`src/rtl/voice_mixer.sv`:
```
// ---------------------------------------------------------------------------
// voice_mixer
//
// Collects one sample per frame from each of NUM_VOICES note players and
// sums them with saturation. The mixed sample is presented to the echo stage
// with a single-cycle strobe. A timeout forces a mix when a voice stalls, so
// frames keep moving.
//
// Ports
//   clk                 system clock, rising edge
//   rst_n               asynchronous active-low reset
//   voice_sample        NUM_VOICES*WIDTH, voice i at [i*WIDTH +: WIDTH]
//   voice_sample_ready  NUM_VOICES one-cycle strobes, sample valid same cycle
//   voice_active        NUM_VOICES mask; inactive voices are ignored and add 0
//   note_sample_out     WIDTH mixed, saturated sample, held between mixes
//   note_sample_ready   one-cycle strobe, high while note_sample_out is new
// ---------------------------------------------------------------------------
module voice_mixer #(
    parameter int NUM_VOICES = 3,
    parameter int WIDTH      = 16,
    parameter int TIMEOUT    = 64
) (
    input  logic                          clk,
    input  logic                          rst_n,
    input  logic [NUM_VOICES*WIDTH-1:0]   voice_sample,
    input  logic [NUM_VOICES-1:0]         voice_sample_ready,
    input  logic [NUM_VOICES-1:0]         voice_active,
    output logic [WIDTH-1:0]              note_sample_out,
    output logic                          note_sample_ready
);

    // The accumulator is wide enough that a sum of NUM_VOICES full-scale
    // samples can never wrap before saturation.
    localparam int ACC_W = WIDTH + $clog2(NUM_VOICES) + 1;
    localparam int IDX_W = $clog2(NUM_VOICES + 1);
    localparam int CNT_W = $clog2(TIMEOUT);

    typedef enum logic [1:0] {
        S_IDLE,
        S_COLLECT,
        S_SUM,
        S_OUT
    } state_t;

    state_t                 state_reg;
    state_t                 state_next;

    logic [WIDTH-1:0]       lat_reg  [NUM_VOICES];
    logic [WIDTH-1:0]       snap_reg [NUM_VOICES];
    logic [NUM_VOICES-1:0]  got_reg;
    logic [NUM_VOICES-1:0]  strobe;

    logic [ACC_W-1:0]       acc_reg;
    logic [IDX_W-1:0]       idx_reg;
    logic [CNT_W-1:0]       cnt_reg;
    logic [WIDTH-1:0]       out_reg;
    logic                   ready_reg;

    logic                   complete;
    logic                   cnt_clr;
    logic                   cnt_inc;
    logic                   sum_start;
    logic                   acc_add;
    logic                   out_load;
    logic [WIDTH-1:0]       sel_sample;
    logic [WIDTH-1:0]       sat_sample;

    assign strobe   = voice_sample_ready & voice_active;
    // Uses the live mask every cycle, so dropping a voice mid-frame can
    // complete the frame without waiting for it.
    assign complete = &(got_reg | ~voice_active);

    // -----------------------------------------------------------------------
    // Per-voice latch, arrival flag and snapshot
    // -----------------------------------------------------------------------
    generate
        for (genvar gi = 0; gi < NUM_VOICES; gi++) begin : g_voice
            always_ff @(posedge clk or negedge rst_n) begin
                if (!rst_n) begin
                    lat_reg[gi]  <= '0;
                    got_reg[gi]  <= 1'b0;
                    snap_reg[gi] <= '0;
                end else begin
                    // A strobe on the SUM entry edge belongs to the next
                    // frame: its flag survives the clear, and the snapshot
                    // still takes the previous latch contents.
                    if (strobe[gi]) begin
                        lat_reg[gi] <= voice_sample[gi*WIDTH +: WIDTH];
                        got_reg[gi] <= 1'b1;
                    end else if (sum_start) begin
                        got_reg[gi] <= 1'b0;
                    end
                    if (sum_start) begin
                        snap_reg[gi] <= voice_active[gi] ? lat_reg[gi] : '0;
                    end
                end
            end
        end
    endgenerate

    // -----------------------------------------------------------------------
    // FSM: state register
    // -----------------------------------------------------------------------
    always_ff @(posedge clk or negedge rst_n) begin
        if (!rst_n) begin
            state_reg <= S_IDLE;
        end else begin
            state_reg <= state_next;
        end
    end

    // -----------------------------------------------------------------------
    // FSM: next state and datapath controls
    // -----------------------------------------------------------------------
    always_comb begin
        state_next = state_reg;
        cnt_clr    = 1'b0;
        cnt_inc    = 1'b0;
        sum_start  = 1'b0;
        acc_add    = 1'b0;
        out_load   = 1'b0;
        case (state_reg)
            S_IDLE: begin
                cnt_clr = 1'b1;
                if (|got_reg) begin
                    state_next = S_COLLECT;
                end
            end
            S_COLLECT: begin
                cnt_inc = 1'b1;
                if (complete || (cnt_reg == CNT_W'(TIMEOUT - 1))) begin
                    state_next = S_SUM;
                    sum_start  = 1'b1;
                end
            end
            S_SUM: begin
                // One voice per cycle; the cycle after the last add loads
                // the output.
                if (idx_reg == IDX_W'(NUM_VOICES)) begin
                    state_next = S_OUT;
                    out_load   = 1'b1;
                end else begin
                    acc_add = 1'b1;
                end
            end
            S_OUT: begin
                cnt_clr = 1'b1;
                if (|got_reg) begin
                    state_next = S_COLLECT;
                end else begin
                    state_next = S_IDLE;
                end
            end
            default: begin
                state_next = S_IDLE;
            end
        endcase
    end

    // Snapshot selected by the running index.
    always_comb begin
        sel_sample = '0;
        for (int i = 0; i < NUM_VOICES; i++) begin
            if (idx_reg == IDX_W'(i)) begin
                sel_sample = snap_reg[i];
            end
        end
    end

    // Clamp: the sum fits in WIDTH bits only when every bit above the
    // result's sign bit matches the accumulator sign.
    always_comb begin
        if (acc_reg[ACC_W-1:WIDTH-1] == {(ACC_W-WIDTH+1){acc_reg[ACC_W-1]}}) begin
            sat_sample = acc_reg[WIDTH-1:0];
        end else if (acc_reg[ACC_W-1]) begin
            sat_sample = {1'b1, {(WIDTH-1){1'b0}}};
        end else begin
            sat_sample = {1'b0, {(WIDTH-1){1'b1}}};
        end
    end

    // -----------------------------------------------------------------------
    // Counter, accumulator and output registers
    // -----------------------------------------------------------------------
    always_ff @(posedge clk or negedge rst_n) begin
        if (!rst_n) begin
            cnt_reg   <= '0;
            acc_reg   <= '0;
            idx_reg   <= '0;
            out_reg   <= '0;
            ready_reg <= 1'b0;
        end else begin
            if (cnt_clr) begin
                cnt_reg <= '0;
            end else if (cnt_inc) begin
                cnt_reg <= cnt_reg + 1'b1;
            end

            if (sum_start) begin
                acc_reg <= '0;
                idx_reg <= '0;
            end else if (acc_add) begin
                acc_reg <= acc_reg + {{(ACC_W-WIDTH){sel_sample[WIDTH-1]}}, sel_sample};
                idx_reg <= idx_reg + 1'b1;
            end

            if (out_load) begin
                out_reg <= sat_sample;
            end
            ready_reg <= out_load;
        end
    end

    assign note_sample_out   = out_reg;
    assign note_sample_ready = ready_reg;

endmodule

```
`config.mk`:
```
export PLATFORM = sky130hd
export DESIGN_NAME = voice_mixer
export DESIGN_NICKNAME = d
export VERILOG_FILES = /design/src/rtl/voice_mixer.sv
export SDC_FILE = /design/constraint.sdc
export NUM_CORES = 1
export LEC_CHECK = 0
export ABC_AREA = 1
export CAP_MARGIN = 15
export CORE_MARGIN = 2
export CORE_UTILIZATION = 25
export CTS_BUF_LIST = sky130_fd_sc_hd__clkbuf_4 sky130_fd_sc_hd__clkbuf_8 sky130_fd_sc_hd__clkbuf_16
export CTS_CLUSTER_DIAMETER = 150
export DETAILED_ROUTE_END_ITERATION = 8
export HOLD_SLACK_MARGIN = 0.08
export PLACE_DENSITY = 0.48
export SYNTH_ARGS = -nofsm -noshare
export SYNTH_HDL_FRONTEND = slang
export SYNTH_SLANG_ARGS = --single-unit
```
`constraint.sdc`:
```
create_clock -name clk -period 3.69 [get_ports clk]
set_input_delay 0.369 -clock clk [delete_from_list [all_inputs] [get_ports clk]]
set_output_delay 0.369 -clock clk [all_outputs]
set_load 0.005 [all_outputs]
```
Yosys cells after proc, flatten, opt, wreduce, memory -nomap -nowiden:

Index checks and enable logic that the tools add are counted.

* register bits: 145
* bits of input ports: 56
* output and inout port bits: 17
* logic and storage cells: 75

* add/subtract/negate cells: 3
* eq/ne operators: 11
* multiplexer cells: 31
* bitwise operators: 3
* reduce and logical (&&, ||, !) cells: 12

Operator list (count)
* $mux 16: 8
* $mux 19: 2
* $add 19x19->19: 1
* $mux 1: 13
* $mux 6: 2
* $mux 2: 5
* $reduce_bool 2->1: 5
* $eq 2x2->1 const B: 4
* $pmux 2 s4: 1
* $add 6x1->6 const B: 1
* $eq 6x6->1 const B: 1
* $ne 2x2->1 const B: 3
* $reduce_and 3->1: 2
* $eq 2x1->1 const B: 2
* $logic_not 2->1: 2
* $and 3x3->3: 1
* $eq 3x3->1: 1
* $not 3->3: 1
* $or 3x3->3: 1
* $reduce_or 3->1: 1
* $add 2x1->2 const B: 1
* $reduce_or 2->1: 1
* $logic_or 1x1->1: 1

Depth between registers and ports, before layout:

* depth in word-level cells: 8
* depth in mapped cells: 22
* mapped depth without buffers: 20

Worst setup path after synthesis:

No wires, ideal clock.

* kind: reg2reg
* start: reg idx_reg[0]
* end: reg acc_reg[12]
* setup time: 117 ps
* arrival: 2665 ps
* required time: 3573 ps
* slack: 908 ps
* cell stages (with the launch flop): 22
* buffers on the path: 2
* clock period less this slack: 2782 ps
* cells stage by stage: dfrtp_1 -> ha_1 -> clkbuf_1 -> inv_1 -> nand2_1 -> inv_1 -> buf_2 -> a221oi_1 -> a21oi_1 -> ha_1 -> inv_1 -> fa_1 -> inv_1 -> nand3_1 -> nand3_1 -> nand2_1 -> nand2_1 -> nand2_1 -> nand2_1 -> nand2_1 -> nand3_1 -> nand2_1

* cells in the longest elaborated chain, start to end: 7
* elaborated cells on any way between the ends: 13
* those cells by class: add/sub: 1; eq/ne: 3; mux: 7; reduce/logical: 2

RTL lines
* start: declaration: RTL line 54 `logic [IDX_W-1:0] idx_reg;`
* start signal: assignment: RTL line 204 `idx_reg <= idx_reg + 1'b1;`
* $logic_not 2->1: RTL line 164 `if (idx_reg == IDX_W'(i)) begin`
* $mux 16 (3 in a row): RTL line 164
* $add 19x19->19: RTL line 203 `acc_reg <= acc_reg + {{(ACC_W-WIDTH){sel_sample[WIDTH-1]}}, sel_sample};`
* $mux 19: RTL line 202 `end else if (acc_add) begin`
* $mux 19: RTL line 199 `if (sum_start) begin`
* end signal: assignment: RTL line 203
* end: declaration: RTL line 53 `logic [ACC_W-1:0] acc_reg;`

Several ways; a longest one is shown, not always the timed one. The select of a mux whose other input is x is not followed.
A chain may end at the register's enable or synchronous reset.

Worst setup path after layout:

* start: reg idx_reg[1]
* end: reg acc_reg[15]

Same word-level chain as after synthesis.

==> results by group <==
Power and ir drop
  • Leakage dissipation: 4.04 nW
  • Peak VDD IR: 272 uV
  • PD cells: 839 nW/um^2

Placement
  • Port bufs: between 70 and 80
  • Placer Congestion: 0.873
  • DPL Wire Length: approximately 13000 um
  • Placed Cells incl. Taps: around 1200

Timing
  • Tcrit/Tclk final: 0.916
  • Post-layout minimum cycle time: ~3.4 ns
  • RSZ-0062 raised after global routing: false
  • Hold_ws: around 0.5 ns
  • Fmax: between 200 and 300 MHz
  • Final setup TNS: 0 ns
  • Worst Tran Pin Value: about 0.8 ns
  • Setup Skew: between 0.01 and 0.015 ns
  • Slew Viols, Final: 0
  • Final setup fails: 0
  • Hold Fails Final Rpt: 0
  • Relative slew slack: 0.482

Logic synthesis
  • Cell Area, Synth: roughly 7100 sq um
  • Seq cells post-synth: 145
  • Syn Nets: slightly below 900
  • Area leader, netlist: dfrtp_1
  • Synth Instances: a little under 800
  • Share of the synthesized area in the top cell type: 0.511
  • Synth area leaders: dfrtp_1 (51%), nand2_1 (11%), mux2_2 (7.6%), ha_1 (5.3%), o21ai_0 (4.5%)
  • Synth Area per Inst: just over 9 sq um
  • Count of different cell masters after synthesis: 30
  • Yosys Warn Count: 0
  • Register area share after synthesis: 0.511

Global route
  • Gr ovfl total: 0
  • Vias in the first global route: 5526
  • Largest net degree at the start of global routing: 80
  • Initial antenna violation count: 1
  • Global-route wire length before repair: 30300 um
  • GRT Resource Usage Total: 0.129

Clocking
  • TritonCTS clock tree: built
  • Setup Buffers After CTS: 0
  • CTS Sinks: approximately 150
  • H-tree Lvls: 4
  • CTS root buf: clkbuf_16
  • Worst-skew pair later-pin latency: 0.43 ns
  • CTS clk-pin slew, worst paths: around 0.060 ns
  • Bufs on Longest Clock Path: 2
  • CTS Buf Count: 17

Detailed routing
  • Routed Antenna Nets: 0
  • DRC: 0
  • DR WL/cell: 15.0 um
  • Via count: approximately 5500
  • Vias per cell: roughly 4.4
  • DRT iter0 DRCs: roughly 340
  • Drt pass-1 iters: 7
  • WL final: around 19000 um

Hold path
  • Min-delay worst type: register to register

Die
  • Core Region: approximately 28000 sq um
  • Initial Util: 0.255
  • Site row count: 61
  • Die Ht: 173 um
  • Num ports: 73
  • DIE AREA: 29800 sq um
  • Die Width: 173 um

Worst setup path
  • Crit Path Category: register to register
  • Crit Path Max Fanout: 17
  • Arrival time worst endpoint: 3.70 ns
  • Required time of the critical path: about 4 ns
  • CP Capture Type: register
  • Worst Setup Start Kind: register

Final layout
  • Area Overhead vs Synth: 24.6%
  • Layout cell share with drive strength beyond 1: 0.111
  • Fin nets: ~940
  • Most frequent cells in the layout: nand2_1 (205), dfrtp_1 (145), clkdlybuf4s50_1 (71)
  • Layout Utilization: 0.318
  • Post-Layout Cell Count: about 1200
  • Most common cell after layout, fill and taps aside: nand2_1

Run
  • Max-Cap Viols: 0

Status
  • Run status: completed
==> final timing paths <==
check / startpoint / end / slack, ns / cells past startpoint
setup reg to reg: idx_reg[1] / acc_reg[15] / 0.31 / 16
max in group asynchronous: rst_n / snap_reg[26] / 2.28 / 3
hold reg to reg: note_sample_out[15] / note_sample_out[15] / 0.49 / 2
setup / recovery: idx_reg[1] / acc_reg[15] / 0.31 / 16
hold / removal: note_sample_out[15] / note_sample_out[15] / 0.49 / 2
min in group asynchronous: rst_n / note_sample_out[10] / 0.52 / 2
==> what timing repair did <==
action | 4_1_cts | 5_1_grt
resized for setup | 0 | 0
hold endpoints to repair | 78 | 0
hold buffers | 1 | 0
==> per-stage QoR <==
step                      cell area (sq um)  worst slack, ns  total power [mW]
final                                  8850            0.311              7.43
after global routing                   8850           0.0374              8.06
after CTS                              8850            0.417              7.52
after detailed placement               8210            0.446              5.59
after global placement                 8210            0.428              5.56
after floorplan                        7110            0.908              4.56
==> report_power, final <==
part | switching (mW) | internal (mW)
Combinational | 1.85 | 1.16
Clock | 0.738 | 1.15
Sequential | 0.387 | 2.14
==> worst max-delay path, cell delays in order, from the launching register on <==
cell and delay, ns:
dfrtp_1 0.40, inv_1 0.10, ha_1 0.51, inv_1 0.09, nand2_1 0.10, inv_1 0.20
a221oi_1 0.46, a21oi_1 0.13, ha_1 0.36, nand2_1 0.11, inv_1 0.05, a21oi_1 0.27
inv_1 0.08, a21oi_1 0.18, nand3_1 0.09, nand3_1 0.09, nand2_1 0.05
==> metal layers <==
| layer | GRT usage | vias up | share of wire | wire length (um) |
|---|---|---|---|---|
| li1 | - | 2747 | - | - |
| met4 | 0.0524 | 0 | 0.025 | 457 |
| met1 | 0.168 | 2603 | 0.47 | 8760 |
| met2 | 0.211 | 94 | 0.47 | 8740 |
| met3 | 0.0253 | 31 | 0.035 | 658 |
| met5 | 0 | - | 0 | 0 |
==> area by class of cell <==
class	count	area, sq um
multi-input cells	543	3080
fillers	2911	19000
repair buffers	79	790
flip-flops and latches	145	3630
inverters	66	248
clock buffers	18	433
diodes	1	2.50
clock inverters	14	200
well taps	378	473
==> cells in the mapped netlist <==
| master | n |
|---|---|
| nand2_1 | 206 |
| dfrtp_1 | 145 |
| o21ai_0 | 64 |
| inv_1 | 63 |
| a21oi_1 | 55 |
| mux2_2 | 48 |
| nor2_1 | 46 |
| nand3_1 | 44 |
| ha_1 | 30 |
| a221oi_1 | 16 |
| clkbuf_1 | 14 |
| buf_2 | 11 |
| nor3_1 | 6 |
| nand3b_1 | 5 |
| o21ai_1 | 5 |
| buf_4 | 3 |
| inv_2 | 3 |
| xnor2_1 | 3 |
| xor2_1 | 3 |
| buf_6 | 2 |
| nand4_1 | 2 |
| o22ai_1 | 2 |
| a22o_1 | 1 |
| fa_1 | 1 |
| nand2_2 | 1 |
| nor2_2 | 1 |
| nor2_4 | 1 |
| nor3b_1 | 1 |
| o31ai_4 | 1 |
| or2_4 | 1 |
==> cell families (layout without fill, tap and decap cells) <==
group,Yosys count,in the layout,synth area share
AO/OA/AOI/OAI,144,144,0.113
buffers and inverters,96,177,0.0563
XOR/XNOR,6,6,0.00740
AND/OR/NAND/NOR,314,314,0.181
flip-flops,145,145,0.511
multiplexers,48,48,0.0761
adder cells (fa/ha/maj),31,31,0.0556
other,0,1,0
No activity file was read; power rests on OpenSTA's default activity.
